==> config.mk <==
export PLATFORM = sky130hd
export DESIGN_NAME = bus_arb2
export DESIGN_NICKNAME = d
export VERILOG_FILES = /design/src/rtl/bus_pkg.sv /design/src/rtl/bus_arb_tagfifo.sv /design/src/rtl/bus_arb2.sv
export SDC_FILE = /design/constraint.sdc
export NUM_CORES = 1
export LEC_CHECK = 0
export ABC_CLOCK_PERIOD_IN_PS = 5300
export CAP_MARGIN = 20
export CORE_AREA = 2 2 121 123
export DETAILED_ROUTE_END_ITERATION = 8
export DIE_AREA = 0 0 123 125
export PLACE_DENSITY = 0.65
export SYNTH_ARGS = -nofsm -noshare
export SYNTH_HDL_FRONTEND = slang
export SYNTH_SLANG_ARGS = --single-unit
==> constraint.sdc <==
create_clock -name clk_i -period 5.3 [get_ports clk_i]
set_input_delay 0.795 -clock clk_i [delete_from_list [all_inputs] [get_ports clk_i]]
set_output_delay 0.795 -clock clk_i [all_outputs]
set_load 0.01 [all_outputs]
==> src/rtl/bus_pkg.sv <==
// Shared definitions for the req/ack/resp memory bus.
// Holds the master ID type and its constants, plus the default bus field
// widths used by the arbiter and its tag FIFO.
package bus_pkg;

  // One bit is enough to name either master of a two-way arbiter.
  typedef logic mst_t;

  localparam mst_t MST0 = 1'b0;
  localparam mst_t MST1 = 1'b1;

  localparam int BUS_ADDR_W = 32;
  localparam int BUS_DAT_W  = 32;
  localparam int BUS_BE_W   = BUS_DAT_W / 8;

endpackage

==> src/rtl/bus_arb_tagfifo.sv <==
// Tag FIFO for the two-master arbiter.
// Records which master issued each accepted read so that in-order responses
// from the slave can be steered back to the right requester.
// Ports:
//   clk_i  - clock, rising edge
//   rst_i  - asynchronous active-low clear (flushes all entries)
//   push   - write din at the tail (ignored when full)
//   pop    - drop the head entry (ignored when empty)
//   din    - master ID to record
//   dout   - master ID at the head
//   full   - DEPTH entries held
//   empty  - no entries held
module bus_arb_tagfifo
  import bus_pkg::*;
#(
  parameter int DEPTH = 4
) (
  input  logic clk_i,
  input  logic rst_i,
  input  logic push,
  input  logic pop,
  input  mst_t din,
  output mst_t dout,
  output logic full,
  output logic empty
);

  localparam int PW = $clog2(DEPTH);

  mst_t          mem [DEPTH];
  logic [PW-1:0] wr_ptr_reg;
  logic [PW-1:0] rd_ptr_reg;
  // One bit wider than the pointers so that full and empty are distinct.
  logic [PW:0]   count_reg;

  logic do_push;
  logic do_pop;

  assign do_push = push && !full;
  assign do_pop  = pop && !empty;

  assign full  = (count_reg == (PW+1)'(DEPTH));
  assign empty = (count_reg == '0);
  assign dout  = mem[rd_ptr_reg];

  // Pointers wrap naturally because DEPTH is a power of two.
  always_ff @(posedge clk_i or negedge rst_i) begin
    if (!rst_i) begin
      wr_ptr_reg <= '0;
      rd_ptr_reg <= '0;
      count_reg  <= '0;
    end else begin
      if (do_push) wr_ptr_reg <= wr_ptr_reg + PW'(1);
      if (do_pop)  rd_ptr_reg <= rd_ptr_reg + PW'(1);
      case ({do_push, do_pop})
        2'b10:   count_reg <= count_reg + (PW+1)'(1);
        2'b01:   count_reg <= count_reg - (PW+1)'(1);
        default: count_reg <= count_reg;
      endcase
    end
  end

  // Storage needs no clear: entries are only read when count says they are valid.
  always_ff @(posedge clk_i) begin
    if (do_push) mem[wr_ptr_reg] <= din;
  end

endmodule

==> src/rtl/bus_arb2.sv <==
// Two-master to one-slave arbiter for the req/ack/resp memory bus.
// Round-robin grant with a lock that holds the command stable while the
// slave stalls; read responses are returned in order to the issuing master
// using a tag FIFO. Commands pass through combinationally.
// Ports:
//   clk_i, rst_i                 - clock and asynchronous active-low reset
//   mX_req_i, mX_we_i            - master X request and write strobe
//   mX_addr_bi/be_bi/wdata_bi    - master X command fields
//   mX_ack_o                     - master X command accepted this cycle
//   mX_resp_o, mX_rdata_bo       - master X read data valid and data
//   s_req_o, s_we_o              - slave request and write strobe
//   s_addr_bo/be_bo/wdata_bo     - slave command fields (granted master)
//   s_ack_i                      - slave accepted the command
//   s_resp_i, s_rdata_bi         - slave read data valid and data
module bus_arb2
  import bus_pkg::*;
#(
  parameter int TAG_DEPTH = 4,
  parameter int ADDR_W    = BUS_ADDR_W,
  parameter int DAT_W     = BUS_DAT_W
) (
  input  logic              clk_i,
  input  logic              rst_i,
  input  logic              m0_req_i,
  input  logic              m0_we_i,
  input  logic [ADDR_W-1:0] m0_addr_bi,
  input  logic [DAT_W/8-1:0] m0_be_bi,
  input  logic [DAT_W-1:0]  m0_wdata_bi,
  output logic              m0_ack_o,
  output logic              m0_resp_o,
  output logic [DAT_W-1:0]  m0_rdata_bo,
  input  logic              m1_req_i,
  input  logic              m1_we_i,
  input  logic [ADDR_W-1:0] m1_addr_bi,
  input  logic [DAT_W/8-1:0] m1_be_bi,
  input  logic [DAT_W-1:0]  m1_wdata_bi,
  output logic              m1_ack_o,
  output logic              m1_resp_o,
  output logic [DAT_W-1:0]  m1_rdata_bo,
  output logic              s_req_o,
  output logic              s_we_o,
  output logic [ADDR_W-1:0] s_addr_bo,
  output logic [DAT_W/8-1:0] s_be_bo,
  output logic [DAT_W-1:0]  s_wdata_bo,
  input  logic              s_ack_i,
  input  logic              s_resp_i,
  input  logic [DAT_W-1:0]  s_rdata_bi
);

  logic [1:0] req;
  logic [1:0] we;
  logic [1:0] elig;

  mst_t rr_reg;
  logic lock_reg;
  mst_t owner_reg;
  logic err_q;

  mst_t gnt;
  logic ack_hit;
  logic tag_full;
  logic tag_empty;
  logic tag_push;
  logic tag_pop;
  mst_t tag_head;

  assign req = {m1_req_i, m0_req_i};
  assign we  = {m1_we_i, m0_we_i};

  // A read is not eligible while the tag FIFO is full; writes always are.
  // Masking here (before the grant choice) lets the other master's write
  // through instead of stalling behind a read that cannot be tracked.
  assign elig[0] = req[0] && (we[0] || !tag_full);
  assign elig[1] = req[1] && (we[1] || !tag_full);

  always_comb begin
    gnt = rr_reg;
    if (lock_reg)        gnt = owner_reg;
    else if (elig[rr_reg])  gnt = rr_reg;
    else if (elig[~rr_reg]) gnt = ~rr_reg;
  end

  // Outputs are forced to zero while reset is held, independent of the clock.
  assign s_req_o    = rst_i && elig[gnt];
  assign s_we_o     = rst_i && we[gnt];
  assign s_addr_bo  = !rst_i ? '0 : (gnt == MST1) ? m1_addr_bi  : m0_addr_bi;
  assign s_be_bo    = !rst_i ? '0 : (gnt == MST1) ? m1_be_bi    : m0_be_bi;
  assign s_wdata_bo = !rst_i ? '0 : (gnt == MST1) ? m1_wdata_bi : m0_wdata_bi;

  assign ack_hit  = s_req_o && s_ack_i;
  assign m0_ack_o = ack_hit && (gnt == MST0);
  assign m1_ack_o = ack_hit && (gnt == MST1);

  assign tag_push = ack_hit && !we[gnt];
  assign tag_pop  = rst_i && s_resp_i && !tag_empty;

  assign m0_resp_o   = tag_pop && (tag_head == MST0);
  assign m1_resp_o   = tag_pop && (tag_head == MST1);
  assign m0_rdata_bo = m0_resp_o ? s_rdata_bi : '0;
  assign m1_rdata_bo = m1_resp_o ? s_rdata_bi : '0;

  bus_arb_tagfifo #(.DEPTH(TAG_DEPTH)) u_tagfifo (
    .clk_i (clk_i),
    .rst_i (rst_i),
    .push  (tag_push),
    .pop   (tag_pop),
    .din   (gnt),
    .dout  (tag_head),
    .full  (tag_full),
    .empty (tag_empty)
  );

  // The lock follows "request shown but not accepted": it drops on an ack,
  // and also when the owner withdraws its request (s_req_o falls).
  always_ff @(posedge clk_i or negedge rst_i) begin
    if (!rst_i) begin
      rr_reg    <= MST0;
      lock_reg  <= 1'b0;
      owner_reg <= MST0;
      err_q     <= 1'b0;
    end else begin
      lock_reg  <= s_req_o && !s_ack_i;
      owner_reg <= gnt;
      if (ack_hit) rr_reg <= ~gnt;
      // A response with nothing outstanding cannot be routed; remember it.
      if (s_resp_i && tag_empty) err_q <= 1'b1;
    end
  end

endmodule

==> Word-level counts from Yosys, hierarchy flattened <==
Memories as Yosys holds them, arrays and structs flattened.
Index checks and enable logic that the tools add are counted.
{ "totals": {"mem_bits_ro": 0, "wordCells": 65, "mem_bits_rw": 4, "latchBits": 0, "memories": 1, "output_inout_bits": 138, "in_bits": 176, "register_bits": 10} }
{ "memory_table": {"columns": ["memory", "depth", "width", "rd", "rd_clocked_by_memory_dff", "wr", "line_no", "text"], "rows": [
  ["u_tagfifo.mem", 4, 1, 1, 0, 1, "bus_arb_tagfifo.sv:30", "mst_t mem [DEPTH];"]
]} }
{ "op_classes": {"magnitude_cmp": 3, "eq_ne": 3, "n_mul": 0, "bitwise_logic": 3, "muxes": 22, "n_reduce_logical": 23, "n_div": 0, "shifts": 0, "n_addsub": 4} }
{ "op_table": {"columns": ["cell", "count"], "rows": [
  ["two-way mux 32 bit", 6],
  ["logical AND 1 bit", 15],
  ["two-way mux 1 bit", 13],
  ["two-way mux 4 bit", 2],
  ["less-than comparator 1 x 2 -> 1 bit (second input constant)", 3],
  ["case mux 3 bit (2 select lines)", 1],
  ["adder 2 x 1 -> 2 bit (second input constant)", 2],
  ["logical NOT 1 bit", 4],
  ["adder 3 x 1 -> 3 bit (second input constant)", 1],
  ["== test 3 bit (second input constant)", 1],
  ["logical NOT 3 bit", 1],
  ["NOT 1 bit", 3],
  ["subtractor 3 x 1 -> 3 bit (second input constant)", 1],
  ["== test 2 x 1 -> 1 bit (second input constant)", 1],
  ["== test 2 bit (second input constant)", 1],
  ["logical OR 1 bit", 2],
  ["nonzero test 2 bit", 1]
]} }

==> Logic depth before layout (Yosys ltp) <==
{ "logic_depth": {"ltp_word": 17, "depth_mapped": 11, "mapped_depth_nobuf": 10} }

==> Modules after synthesis <==
Synthesis repeated with hierarchy kept, for this count alone.
{ "hier_totals": {"cells_unflattened": 377, "area_unflattened_um2": 2700.1} }
{ "modules_own_cells": {"columns": ["mod", "area_per_inst_um2", "seq_area_each_um2", "cells_per_inst", "instances"], "rows": [
  ["bus_arb2", 2118.3, 75.1, 334, 1],
  ["bus_arb_tagfifo", 581.8, 295.3, 43, 1]
]} }

==> Least setup slack after synthesis <==
Ideal clock, no wire load.
{ "synth_path": {"path_kind": "input-to-reg", "startpoint": "input m1_we_i", "endpoint": "register u_tagfifo.count_reg[2]", "t_required_ns": 5.221, "path_slack_ns": 1.930, "t_arrival_ns": 3.290, "path_buffers": 1, "stages": 11, "setup_ns": 0.079, "cell_sequence": "or4b_1 -> a311oi_1 -> o31a_1 -> buf_6 -> mux2i_4 -> ha_1 -> inv_1 -> fa_1 -> xor2_1 -> nor2_1 -> xor2_1"} }
{ "synth_via": {"elab_chain_len": 15, "word_cells_on_any_way": 22, "classes_between": "eq/ne: 2; mux: 12; reduce/logical: 8"} }
{ "synth_rtl": {"columns": ["element", "line_no", "text"], "rows": [
  ["start: declaration", "bus_arb2.sv:33", "input logic m1_we_i,"],
  ["logical OR 1 bit", "bus_arb2.sv:74", "assign elig[1] = req[1] && (we[1] || !tag_full);"],
  ["logical AND 1 bit", "bus_arb2.sv:74", null],
  ["two-way mux 1 bit (not written as such) (2 in series)", "bus_arb2.sv:80", "else if (elig[~rr_reg]) gnt = ~rr_reg;"],
  ["two-way mux 1 bit", "bus_arb2.sv:80", null],
  ["two-way mux 1 bit", "bus_arb2.sv:79", "else if (elig[rr_reg]) gnt = rr_reg;"],
  ["two-way mux 1 bit", "bus_arb2.sv:78", "if (lock_reg) gnt = owner_reg;"],
  ["two-way mux 1 bit (not written as such) (2 in series)", "bus_arb2.sv:84", "assign s_req_o = rst_i && elig[gnt];"],
  ["logical AND 1 bit", "bus_arb2.sv:84", null],
  ["logical AND 1 bit", "bus_arb2.sv:90", "assign ack_hit = s_req_o && s_ack_i;"],
  ["logical AND 1 bit (*)", "bus_arb2.sv:94", "assign tag_push = ack_hit && !we[gnt];"],
  ["logical AND 1 bit (*)", "bus_arb_tagfifo.sv:39", "assign do_push = push && !full;"],
  ["== test 2 x 1 -> 1 bit / == test 2 bit (equally long branches)", "bus_arb_tagfifo.sv:55", "case ({do_push, do_pop})"],
  ["case mux 3 bit (2 select lines) / nonzero test 2 bit (equally long branches)", null, null],
  ["end signal: assignment", "bus_arb_tagfifo.sv:56", "2'b10: count_reg <= count_reg + (PW+1)'(1);"],
  ["end signal: assignment", "bus_arb_tagfifo.sv:57", "2'b01: count_reg <= count_reg - (PW+1)'(1);"],
  ["end signal: assignment", "bus_arb_tagfifo.sv:58", "default: count_reg <= count_reg;"],
  ["end: declaration", "bus_arb_tagfifo.sv:34", "logic [PW:0] count_reg;"]
]} }
Mark *: on every way between the ends. The rest lies on a longest branch, timed or not. The select of a mux whose other input is x is not followed.
A chain may end at the register's enable or synchronous reset.

==> Worst setup path in the final report <==
{ "layout_path": {"startpoint": "input m0_we_i", "endpoint": "output s_wdata_bo[30]"} }
{ "layout_via": {"elab_chain_len": 9, "word_cells_on_any_way": 11, "classes_between": "mux: 9; reduce/logical: 2"} }
{ "layout_rtl": {"columns": ["element", "line_no", "text"], "rows": [
  ["start: declaration", "bus_arb2.sv:25", "input logic m0_we_i,"],
  ["logical OR 1 bit (*)", "bus_arb2.sv:73", "assign elig[0] = req[0] && (we[0] || !tag_full);"],
  ["logical AND 1 bit (*)", "bus_arb2.sv:73", null],
  ["two-way mux 1 bit (not written as such) (2 in series)", "bus_arb2.sv:80", null],
  ["two-way mux 1 bit", "bus_arb2.sv:80", null],
  ["two-way mux 1 bit (*)", "bus_arb2.sv:79", null],
  ["two-way mux 1 bit (*)", "bus_arb2.sv:78", null],
  ["two-way mux 32 bit (*) (2 in series)", "bus_arb2.sv:88", "assign s_wdata_bo = !rst_i ? '0 : (gnt == MST1) ? m1_wdata_bi : m0_wdata_bi;"],
  ["end: declaration", "bus_arb2.sv:44", "output logic [DAT_W-1:0] s_wdata_bo,"]
]} }
Marked as above.

==> run metrics <==
status finished, final reports clean; commonest non-fill, non-tap cells in the layout 312 x clkdlybuf4s50_1, 142 x nand2_1, 69 x a21boi_0; Synthesized Nets 556; largest net degree at the start of global routing 55; routed len/inst 14.47 microns; min-delay src u_tagfifo.rd_ptr_reg[1]$_DFFE_PN0P_; cell area after synthesis 2395 sq um; final critical-path required period 4.567 ns; Max Clk Rate 219.0 MHz; Hold Crit Class flop to flop; Post-Syn Area per Cell 6.403 sq um; leakage power 2.349 nW; clk sinks 14; Initial Utilization 16.86%; Resize count post-CTS 0; Yosys cell types 33; TritonRoute pass-1 iters 4; worst hold path depth 1; Num CTS Buffers 3; # Post-CTS Setup Buffers 0; GRT overflow 0; DR iter-0 viols 145; most frequent CP cell clkdlybuf4s50_1; CP endpoint kind output port; #FFs+latches synth 14; Worst path slowest cell clkdlybuf4s50_1; Largest delay share family, worst path buffers and inverters; Routed Antenna Nets 0; count of final setup violators 0; Top Ports 314; Reg-to-Reg Start u_tagfifo.count_reg[1]$_DFFE_PN0P_; Post-synth EDFFs 4; die height 125 microns; CTS Hold Bufs 0; Async SR Flop Fraction 71.43%; I/O Buffers 313; Rel. slew slack 44.67%; CTS tree built; H-tree Lvls 1; Final period util 86.17%; Critical Path AT 3.77 ns; final design utilization 40.56%; ys flop type dfrtp_1; CP max stage delay 0.59 ns; sum of buffers and inverters on the critical path 4; Hold Violations, Final 0; Skew-Pair Late Insertion Delay 0.24 ns; clock root buffer clkbuf_16; CP Depth 9; first-pass GRT wire length 18.08 mm; Total Routing Usage GR 14.62%; # DRC 0; Die Width 123 microns; reg2reg end u_tagfifo.count_reg[2]$_DFFE_PN0P_; RSZ-0062 raised after global routing no; core region area 14200 sq um; number of instances in the placed design 847; fin nets 850; Synthesis Warnings 0; total power 1.461 mW; Largest register FFs 4; Synth Instances 374; Setup crit start kind primary input; HPWL reported at the end of detailed placement 9.888 mm; Worst-Margin Slew 0.8290 ns; fraction of layout cells with a size suffix above 1 2.849%; hold endpoint u_tagfifo.rd_ptr_reg[1]$_DFFE_PN0P_; Antenna Cells 0; Reg clk slew, reported paths 0.05 ns; Crit path required time 4.51 ns; Worst Skew 0.0003882 ns; Placer Congestion 0.9218; Pwr Density 253.7 nW/um^2; vias in the first global route 3591; final setup TNS 0 ns; Row Count 44; Peak VDD IR 0.1540 mV; crit path kind primary input to output port; initial antenna violation count 0; die area 15380 sq um; final WL 12.31 mm; cell count of the worst reg-to-reg path 11; max-cap violation count 0; Clock Path Buffers 2; total vias in the final route 3623; Final Slew Violations 0; CP cell instances clkdlybuf4s50_1, nor4b_1, a311oi_1, o31a_2, inv_2, buf_12, nand2_1, a21boi_0, clkdlybuf4s50_1; reg-to-reg slack, setup 1.97 ns; leading cell type in the layout, fill and taps excluded clkdlybuf4s50_1; final std cells w/o fill 851; vias per cell 4.257; post-synthesis sequential area ratio 15.46%; P&R area growth vs syn 140.5%; largest fanout on the critical path 28
-- logic make-up after synthesis --
family          Yosys count  share of synthesized area, %
buf+inv                  40                         7.315
xor+xnor                  6                         2.194
compound gates           78                         24.29
simple gates            224                         43.42
fa+ha+maj                 6                         3.448
flops                    14                         15.47
mux                       6                         3.866
-- cell type report --
class                   count  area (sq um)
flip-flops and latches     14         370.4
repair buffers            321          3201
inverters                   8         30.03
clock buffers               4         78.83
multi-input cells         320          1851
fillers                  1428          8443
well taps                 184         230.2
-- metrics by stage --
stage	instance area [sq um]	hold WS, ns	worst slack [ns]
floorplan	2395	0.4528	1.930
global placement	5682	0.4679	0.7902
detailed placement	5682	0.4932	0.7018
CTS	5761	0.5016	0.6783
global route	5761	0.5180	0.4158
finish	5761	0.4946	0.7329
-- metal layers --
| metal | GRT usage [%] | part of all wire (%) | vias up |
|---|---|---|---|
| li1 | - | - | 1820 |
| met2 | 26.78 | 50 | 158 |
| met1 | 16.37 | 39 | 1625 |
| met3 | 3.695 | 8.8 | 20 |
| met5 | 0 | 0 | - |
| met4 | 4.412 | 2.4 | 0 |
-- cell usage after synthesis (3+ instances only) --
cell type | count | area (sq um)
xnor2_1 | 4 | 35.03
inv_1 | 7 | 26.28
nor2b_1 | 5 | 31.28
a21oi_1 | 3 | 15.01
nor2_1 | 5 | 18.77
dfrtp_1 | 10 | 250.2
clkbuf_1 | 17 | 63.81
a21boi_0 | 69 | 518.0
and3_1 | 33 | 206.5
ha_1 | 5 | 62.56
nand2_1 | 142 | 533.0
and2_1 | 33 | 206.5
buf_2 | 14 | 70.07
edfxtp_1 | 4 | 120.1
-- report_power, final --
part,leakage [nW],internal (mW),switching [mW]
Clock,0.0382,0.101,0.0411
Sequential,0.155,0.154,0.0390
Combinational,2.16,0.592,0.534
-- worst max-delay path by stage --
stage,slack [ns],startpoint,end
finish,0.73,m0_we_i,s_wdata_bo[30]
floorplan,1.93,m1_we_i,u_tagfifo.count_reg[2]$_DFFE_PN0P_
detailed placement,0.70,m0_we_i,s_be_bo[3]
global placement,0.79,m0_we_i,s_be_bo[3]
global route,0.42,m0_we_i,s_wdata_bo[18]
CTS,0.68,m0_we_i,s_wdata_bo[30]
-- worst reg2reg max path: cells and delay by family (launching register included) --
family	cells	cell delay, ns
compound gates	2	0.48
xor+xnor	2	0.30
fa+ha+maj	2	0.68
buf+inv	2	0.31
flops	1	0.41
mux	1	0.39
simple gates	2	0.68
Note: power is estimated with default switching activity, not from simulation.
==> RTL edit: new RTL, same settings <==
Change the parameter `TAG_DEPTH` from 4 to 8.
--- a/src/rtl/bus_arb2.sv
+++ b/src/rtl/bus_arb2.sv
@@ -15,7 +15,7 @@
 module bus_arb2
   import bus_pkg::*;
 #(
-  parameter int TAG_DEPTH = 4,
+  parameter int TAG_DEPTH = 8,
   parameter int ADDR_W    = BUS_ADDR_W,
   parameter int DAT_W     = BUS_DAT_W
 ) (
Behaviour: not the same (Yosys sat finds a counterexample within 10 cycles, from zero or initial values and one cycle with rst_i low).
==> RTL edit against the unedited design <==
Via count grew 9.9%; critical path depth shrank 1; design area grew 4.7%; worst hold slack gained 10 ps; worst setup slack gained 480 ps; synthesized area grew 14%; routed wire length grew 4.5%; power grew 7.9%; core utilization grew 1.9 points; sequential cell count grew 7; critical path type unchanged; critical endpoint is now s_wdata_bo[16]; largest power group unchanged; highest routed layer unchanged.
==> RTL edit: results (changes against the unedited design) <==
outcome=complete, no violations; post-CTS resize count=0 (unchanged); synthesized instance count=415 (+11%); FFs w/ async S/R, synth=61.9% (-9.5 points); ranking of synthesized cells by area=nand3_1 (13%), o21ai_0 (12%), dfrtp_1 (12%); layout cells sized above 1=3.59% (+0.74 points); DR WL/cell=14.6 um (+1.1%); FILL cells=1,393 (-2.5%); largest net degree at the start of global routing=71 (+29%); max FFs per register=8 (+4); Worst Setup SP=m0_we_i; Max VDD drop=116 uV (-25%); leakage=2.36 nW (+0.29%); clk slew on worst S/H paths=50 ps (about the same); CTS H-tree lvls=1 (unchanged); Total GRT Usage=15.6% (+0.93 points); Metal-1 WL=4890 um (+1.7%); GPL Wtd Cong=0.914 (-0.81%); Crit Reg-Reg Endpoint=u_tagfifo.count_reg[2]; root buf cell=clkbuf_16; Worst Setup EP=s_wdata_bo[16]; worst r2r path cells=12 (+1); first-pass GRT wire length=19,500 um (+7.7%); total wire length=12,900 um (+4.5%); TritonCTS buffer count=3 (unchanged); port bufs=313 (unchanged); Seq/Total Area, Yosys=20.6% (+5.2 points); Clock Tree Buf Depth=2 (unchanged); Inst Count DP=876 (+3.4%); hpwl dp=10,600 um (+7.2%); clk_skew=2.28 ps (+1.89 ps); # DRC=0 (unchanged); Rel. slew slack=40.2% (-4.5 points); met3 wire len=931 um (-14%); Arr. time, crit path=3290 ps (-480 ps); min-delay worst type=reg2reg; latest clock arrival within the worst-skew pair=250 ps; DP Area=0.00595 sq mm (+4.8%); Synth Flop Type=dfrtp_1; syn nets=596 (+7.2%); Synth top cells by count=nand2_1 (80), nand3_1 (70), o21ai_0 (66), and3_1 (35), and2_1 (33); Synth cell types=42 (+27%); vias=3,982 (+9.9%); wire length on met2=6820 um (+11%); vias in the first global route=3,861 (+7.5%); diodes inserted=0 (unchanged); FF-to-FF Start=u_tagfifo.count_reg[1]; top sig layer=met4; CP Max Fanout=67 (+140%); initial antenna violation count=0 (unchanged); Post-synth EDFFs=8 (+4); Starting DRT DRC Count=146 (+0.69%); Reg2Reg Setup Slack=2010 ps (+40 ps); Post-CTS Setup Repair Bufs=0 (unchanged)
RTL edit: cell count changes after synthesis, moves of 8 or more:
cell      change
a21boi_0     -69
buf_2         -8
clkbuf_1      +8
nand2_1      -62
nand3_1      +70
o21ai_0      +65
RTL edit: power by group:
part / total (W) / switching (W) / internal (W) / leakage, nW
registers: 0.000303 / 0.0000794 / 0.000224 / 0.228
clock network: 0.000155 / 0.0000542 / 0.000101 / 0.0409
logic: 0.00112 / 0.000517 / 0.000602 / 2.09
total: 0.00158 / 0.000650 / 0.000927 / 2.36
RTL edit: worst min-delay path by stage:
stage                                        from                 endpoint  cells after the start
after floorplan           u_tagfifo.rd_ptr_reg[2]  u_tagfifo.rd_ptr_reg[2]                      1
after global placement    u_tagfifo.rd_ptr_reg[2]  u_tagfifo.rd_ptr_reg[2]                      1
after detailed placement  u_tagfifo.rd_ptr_reg[2]  u_tagfifo.rd_ptr_reg[2]                      1
after CTS                 u_tagfifo.rd_ptr_reg[2]  u_tagfifo.rd_ptr_reg[2]                      1
after global routing       u_tagfifo.count_reg[3]   u_tagfifo.count_reg[3]                      1
final                     u_tagfifo.rd_ptr_reg[2]  u_tagfifo.rd_ptr_reg[2]                      1
RTL edit: stage by stage:
step	setup slack, ps	power (W)	hold WS [ps]
after floorplan	2300	0.000863	466
after global routing	1000	0.00170	542
after global placement	1250	0.00140	502
after CTS	1180	0.00159	512
final	1210	0.00158	505
after detailed placement	1190	0.00143	501
RTL edit: final cells by class:
cell class	count	area (sq um)	area share, %
clock buffers	3	75.1	1.24
clock inverters	1	5.00	0.0830
inverters	4	15.0	0.249
multi-input cells	348	1970	32.6
flip-flops and latches	21	566	9.37
well taps	184	230	3.82
repair buffers	319	3180	52.6
RTL edit: per-layer routing:
layer	up-vias	global-route usage, %
li1	2005	-
met1	1785	17.1
met2	178	30.3
met3	14	2.55
met4	0	3.61
met5	-	0
RTL edit: cell families after synthesis:
logic type / synth area share [%]
simple gates: 44.0
compound gates: 17.2
buf+inv: 7.95
flops: 20.6
mux: 5.02
xor+xnor: 2.88
fa+ha+maj: 2.28
RTL edit: worst max-delay path, cell delays in order:
cell	delay (ps)
clkdlybuf4s50_1	610
o21a_1	170
o21ai_1	90
a21boi_4	190
buf_4	490
nand3_1	130
o21ai_0	170
clkdlybuf4s50_1	610
